==> src/rtl/wolfram_ca_pkg.sv <==
// Shared types and helpers for the Wolfram elementary cellular-automaton engine.
package wolfram_ca_pkg;

    typedef enum logic [1:0] {
        IDLE = 2'd0,
        RUN  = 2'd1,
        OUT  = 2'd2
    } state_t;

    localparam int RULE_IDX_L = 2;
    localparam int RULE_IDX_C = 1;
    localparam int RULE_IDX_R = 0;

    function automatic logic rule_lookup(input logic [7:0] rule,
                                         input logic l,
                                         input logic c,
                                         input logic r);
        logic [2:0] idx;
        idx             = '0;
        idx[RULE_IDX_L] = l;
        idx[RULE_IDX_C] = c;
        idx[RULE_IDX_R] = r;
        return rule[idx];
    endfunction

endpackage

==> src/rtl/wolfram_ca_row_next.sv <==
// Combinational next-generation row: every cell looks up the rule with its
// left (higher index), centre and right (lower index) neighbours.
module wolfram_ca_row_next
    import wolfram_ca_pkg::*;
#(
    parameter int WIDTH    = 16,
    parameter int PERIODIC = 1
) (
    input  logic [WIDTH-1:0] i_row,
    input  logic [7:0]       i_rule,
    output logic [WIDTH-1:0] o_next
);

    genvar gi;
    generate
        for (gi = 0; gi < WIDTH; gi++) begin : g_cell
            logic w_l;
            logic w_r;

            // Edge cells either wrap around the row or see a constant 0.
            if (gi == WIDTH - 1) begin : g_l_edge
                assign w_l = (PERIODIC != 0) ? i_row[0] : 1'b0;
            end else begin : g_l_inner
                assign w_l = i_row[gi+1];
            end

            if (gi == 0) begin : g_r_edge
                assign w_r = (PERIODIC != 0) ? i_row[WIDTH-1] : 1'b0;
            end else begin : g_r_inner
                assign w_r = i_row[gi-1];
            end

            assign o_next[gi] = rule_lookup(i_rule, w_l, i_row[gi], w_r);
        end
    endgenerate

endmodule

==> src/rtl/wolfram_ca_engine.sv <==
// Rule-programmable elementary CA engine with valid/ready seed and result streams.
// Define WOLFRAM_CA_TRACE_EN to stream every generation instead of only the final row.
module wolfram_ca_engine
    import wolfram_ca_pkg::*;
#(
    parameter int         WIDTH        = 16,
    parameter int         GEN_W        = 8,
    parameter logic [7:0] RULE_DEFAULT = 8'hCE,
    parameter int         PERIODIC     = 1
) (
    input  logic             clk,
    input  logic             rst_n,
    input  logic [7:0]       cfg_rule,
    input  logic             cfg_rule_we,
    input  logic             seed_valid,
    output logic             seed_ready,
    input  logic [WIDTH-1:0] seed_data,
    input  logic [GEN_W-1:0] seed_gens,
    output logic             busy,
    output logic             out_valid,
    input  logic             out_ready,
    output logic [WIDTH-1:0] out_data,
    output logic             out_last,
    output logic [GEN_W-1:0] gen_count
);

`ifdef WOLFRAM_CA_TRACE_EN
    localparam bit TRACE = 1'b1;
`else
    localparam bit TRACE = 1'b0;
`endif

    state_t           r_state;
    logic [WIDTH-1:0] r_cells;
    logic [7:0]       r_rule;
    logic [GEN_W-1:0] r_remaining;
    logic [GEN_W-1:0] r_gen_count;
    logic             r_seed_ready;
    logic             r_busy;
    logic             r_out_valid;
    logic             r_out_last;

    logic [WIDTH-1:0] w_next;
    logic             w_step;

    wolfram_ca_row_next #(
        .WIDTH   (WIDTH),
        .PERIODIC(PERIODIC)
    ) u_row_next (
        .i_row (r_cells),
        .i_rule(r_rule),
        .o_next(w_next)
    );

    // In trace mode each intermediate row is a beat, so RUN advances only on a handshake.
    assign w_step = TRACE ? out_ready : 1'b1;

    always_ff @(posedge clk or negedge rst_n) begin
        if (!rst_n) begin
            r_state      <= IDLE;
            r_cells      <= '0;
            r_rule       <= RULE_DEFAULT;
            r_remaining  <= '0;
            r_gen_count  <= '0;
            r_seed_ready <= 1'b1;
            r_busy       <= 1'b0;
            r_out_valid  <= 1'b0;
            r_out_last   <= 1'b0;
        end else begin
            case (r_state)
                IDLE: begin
                    if (cfg_rule_we) begin
                        r_rule <= cfg_rule;
                    end
                    if (seed_valid) begin
                        r_cells      <= seed_data;
                        r_remaining  <= seed_gens;
                        r_gen_count  <= '0;
                        r_seed_ready <= 1'b0;
                        r_busy       <= 1'b1;
                        if (seed_gens != '0) begin
                            r_state     <= RUN;
                            r_out_valid <= TRACE;
                            r_out_last  <= 1'b0;
                        end else begin
                            r_state     <= OUT;
                            r_out_valid <= 1'b1;
                            r_out_last  <= 1'b1;
                        end
                    end
                end
                RUN: begin
                    if (w_step) begin
                        r_cells     <= w_next;
                        r_gen_count <= r_gen_count + GEN_W'(1);
                        r_remaining <= r_remaining - GEN_W'(1);
                        if (r_remaining == GEN_W'(1)) begin
                            r_state     <= OUT;
                            r_out_valid <= 1'b1;
                            r_out_last  <= 1'b1;
                        end
                    end
                end
                OUT: begin
                    if (out_ready) begin
                        r_state      <= IDLE;
                        r_out_valid  <= 1'b0;
                        r_out_last   <= 1'b0;
                        r_seed_ready <= 1'b1;
                        r_busy       <= 1'b0;
                    end
                end
                default: begin
                    r_state      <= IDLE;
                    r_out_valid  <= 1'b0;
                    r_out_last   <= 1'b0;
                    r_seed_ready <= 1'b1;
                    r_busy       <= 1'b0;
                end
            endcase
        end
    end

    assign seed_ready = r_seed_ready;
    assign busy       = r_busy;
    assign out_valid  = r_out_valid;
    assign out_last   = r_out_last;
    assign out_data   = r_cells;
    assign gen_count  = r_gen_count;

endmodule

==> config.mk <==
export PLATFORM = sky130hd
export DESIGN_NAME = wolfram_ca_engine
export DESIGN_NICKNAME = d
export VERILOG_FILES = /design/src/rtl/wolfram_ca_pkg.sv /design/src/rtl/wolfram_ca_row_next.sv /design/src/rtl/wolfram_ca_engine.sv
export SDC_FILE = /design/constraint.sdc
export NUM_CORES = 1
export LEC_CHECK = 0
export CORE_MARGIN = 5
export CORE_UTILIZATION = 56
export CTS_CLUSTER_DIAMETER = 150
export DETAILED_ROUTE_END_ITERATION = 12
export PLACE_DENSITY_LB_ADDON = 0.3
export SYNTH_ARGS = -nofsm -noshare
export SYNTH_HDL_FRONTEND = slang
export SYNTH_SLANG_ARGS = --single-unit
==> constraint.sdc <==
create_clock -name clk -period 4.4 [get_ports clk]
set_clock_uncertainty 0.1 [all_clocks]
set_input_delay 1.32 -clock clk [delete_from_list [all_inputs] [get_ports clk]]
set_output_delay 1.32 -clock clk [all_outputs]
set_load 0.1 [all_outputs]
==> flow_metrics.env <==
export IMPL_status="finished, final reports clean"
export IMPL_grt_pass1_wl_um=13800
export IMPL_crit_buf_inv=1
export IMPL_synth_top_cells_by_area="dfrtp_1 (31%), mux4_2 (9.5%), dfstp_2 (5.1%), mux2i_1 (3.9%), a21oi_1 (3.7%)"
export IMPL_grt_use_total_pct=23.8
export IMPL_async_reset_ff_share_pct=100
export IMPL_tns_ps=0
export IMPL_post_drt_wl_per_cell_um=18.9
export IMPL_worstSetupPathDepth=1
export IMPL_slew_viol_final=0
export IMPL_clock_sinks=44
export IMPL_synth_cell_types=48
export IMPL_setup_violations=0
export IMPL_min_path_type="flop to flop"
export IMPL_firstDrtPassIters=5
export IMPL_yosysTopAreaCellShare_pct=30.9
export IMPL_ant_nets=0
export IMPL_io_pins=65
export IMPL_synth_nets=371
export IMPL_netlist_instances=331
export IMPL_synth_area_per_cell_um2=9.30
export IMPL_maxCapViolCount=0
export IMPL_worst_ep_required_time_ps=2980
export IMPL_antenna_found_initial=0
export IMPL_clk_pin_slew_ps=100
export IMPL_cp_max_fo=11
export IMPL_cts_resized=0
export IMPL_gp_congestion=0.849
export IMPL_critical_path_cell_chain="clkdlybuf4s50_1"
export IMPL_worstMarginPinSlew_ps=988
export IMPL_hpwl_um=5760
export IMPL_cts_max_level=2
export IMPL_critPathLaunchType="flop"
export IMPL_rsz0062_at_grt="false"
export IMPL_rr_worst_depth=5
export IMPL_nets=411
export IMPL_cts_buffers=5
export IMPL_min_path_cells=1
export IMPL_ys_ff_latch=44
export IMPL_wirelength_um=8400
export IMPL_max_stage_delay_ps=1210
export IMPL_syn_area_um2=3080
export IMPL_synth_most_common_cell="dfrtp_1"
export IMPL_rows=27
export IMPL_die_h_um=84.2
export IMPL_cts_setup_buffers=0
export IMPL_fmax_mhz=287
export IMPL_cp_slowest_cell="clkdlybuf4s50_1"
export IMPL_cts_tree="yes"
export IMPL_route_detailed_drc=0
export IMPL_dpl_instance_area_um2=3670
export IMPL_synth_edff_count=0
export IMPL_avgViaCountPerCell=6.57
export IMPL_holdBufCountCts=0
export IMPL_grt_pass1_vias=2736
export IMPL_ys_flop_type="dfrtp_1"
export IMPL_die_w_um=84.2
export IMPL_cp_end_kind="output pin"
export IMPL_relSlewSlack_pct=33.9
export IMPL_core_area_um2=5440
export IMPL_area_growth_pct=23.1
export IMPL_synth_common_cells="dfrtp_1 (38), clkbuf_1 (29), a21oi_1 (23), nand2_1 (23), o21ai_0 (21)"
export IMPL_cp_top_family="buffers and inverters"
export IMPL_clk_latency_ps=300
export IMPL_finalCritPeriodShare_pct=79.3
export IMPL_finalHoldViolations=0
export IMPL_finalCriticalPeriod_ps=3490
export IMPL_worst_setup_path_type="flop to output pin"
export IMPL_grt_max_degree=45
export IMPL_dieArea_um2=7080
export IMPL_clockBufferDepth=2
export IMPL_drtIter0Drc=278
export IMPL_yosysTopAreaCell="dfrtp_1"
export IMPL_arrival_ps=2070
export IMPL_fin_area_um2=3790
export IMPL_seq_area_frac_synth_pct=36.0
export IMPL_start_util_pct=56.6
export IMPL_via_count=2916
export IMPL_drive_gt1_share_pct=13.7
export IMPL_diodes=0
export IMPL_grt_ovfl_total=0
export IMPL_clockRootBuffer="clkbuf_8"
export IMPL_io_buffers=64
export IMPL_yosys_warnings=0
export IMPL_final_core_util_pct=69.7
export IMPL_finalHoldWorstSlack_ps=397
[flip-flops by register name, summed over array words and instances (netlist names)]
name,count
r_remaining,8
seed_ready,1
r_state,1
busy,1
gen_count,8
out_data,16
out_last,1
r_rule,8
[through the flow]
step | instances | setup WS (ps)
2_1_floorplan | 331 | 1560
5_1_grt | 444 | 849
4_1_cts | 444 | 912
3_5_place_dp | 436 | 1260
3_3_place_gp | 436 | 1260
6_report | 444 | 913
[logic make-up after synthesis]
logic type	share of synthesized area, %
AOI/OAI and AO/OA	27.9
and+or+nand+nor	13.3
buffers and inverters	6.70
DFF	36.0
muxes	14.9
adders and majority gates	1.22
[final timing paths]
| kind | startpoint | end | slack (ps) |
|---|---|---|---|
| min | gen_count[7] | gen_count[7] | 400 |
| max | out_data[3] | out_data[3] | 910 |
| max in group asynchronous | rst_n | r_rule[4] | 2520 |
| min in group asynchronous | rst_n | r_remaining[0] | 1070 |
| max reg2reg | r_state[0] | gen_count[5] | 2170 |
| min reg2reg | gen_count[7] | gen_count[7] | 400 |
[area by class of cell]
| type | count | area [um^2] |
|---|---|---|
| clock buffer | 5 | 68.8 |
| inverter | 18 | 67.6 |
| fill | 440 | 1650 |
| tap | 72 | 90.1 |
| clock inverter | 3 | 46.3 |
| multi-input combinational | 234 | 1770 |
| sequential | 44 | 1110 |
| timing repair buffer | 68 | 641 |
[cell usage in the layout (no fill, tap or decap), drive strengths merged, types with 4 or more instances in the layout]
cell type and instances:
a22oi 9, mux4 13, mux2i 12, nand2 23, o2bb2ai 4, clkdlybuf4s50 53
clkbuf 5, nand3 7, buf 15, inv 19, a2111oi 8, nor2 20
mux2 4, dfstp 6, o31ai 5, o21ai 22, a21oi 23, o211ai 13
dfrtp 38, nor2b 9, o22ai 6, nand4 4, o2111ai 13
[per-layer routing]
| layer | track usage (%) | share of wire [%] | vias up |
|---|---|---|---|
| li1 | - | - | 1356 |
| met1 | 32.6 | 42 | 1383 |
| met2 | 39.0 | 47 | 155 |
| met3 | 4.51 | 9.3 | 22 |
| met4 | 5.70 | 1.5 | 0 |
| met5 | 0 | 0 | - |
Power is left out: the tool's default activity adds up to more than one toggle a clock period on the data nets, which glitch-free logic cannot reach.
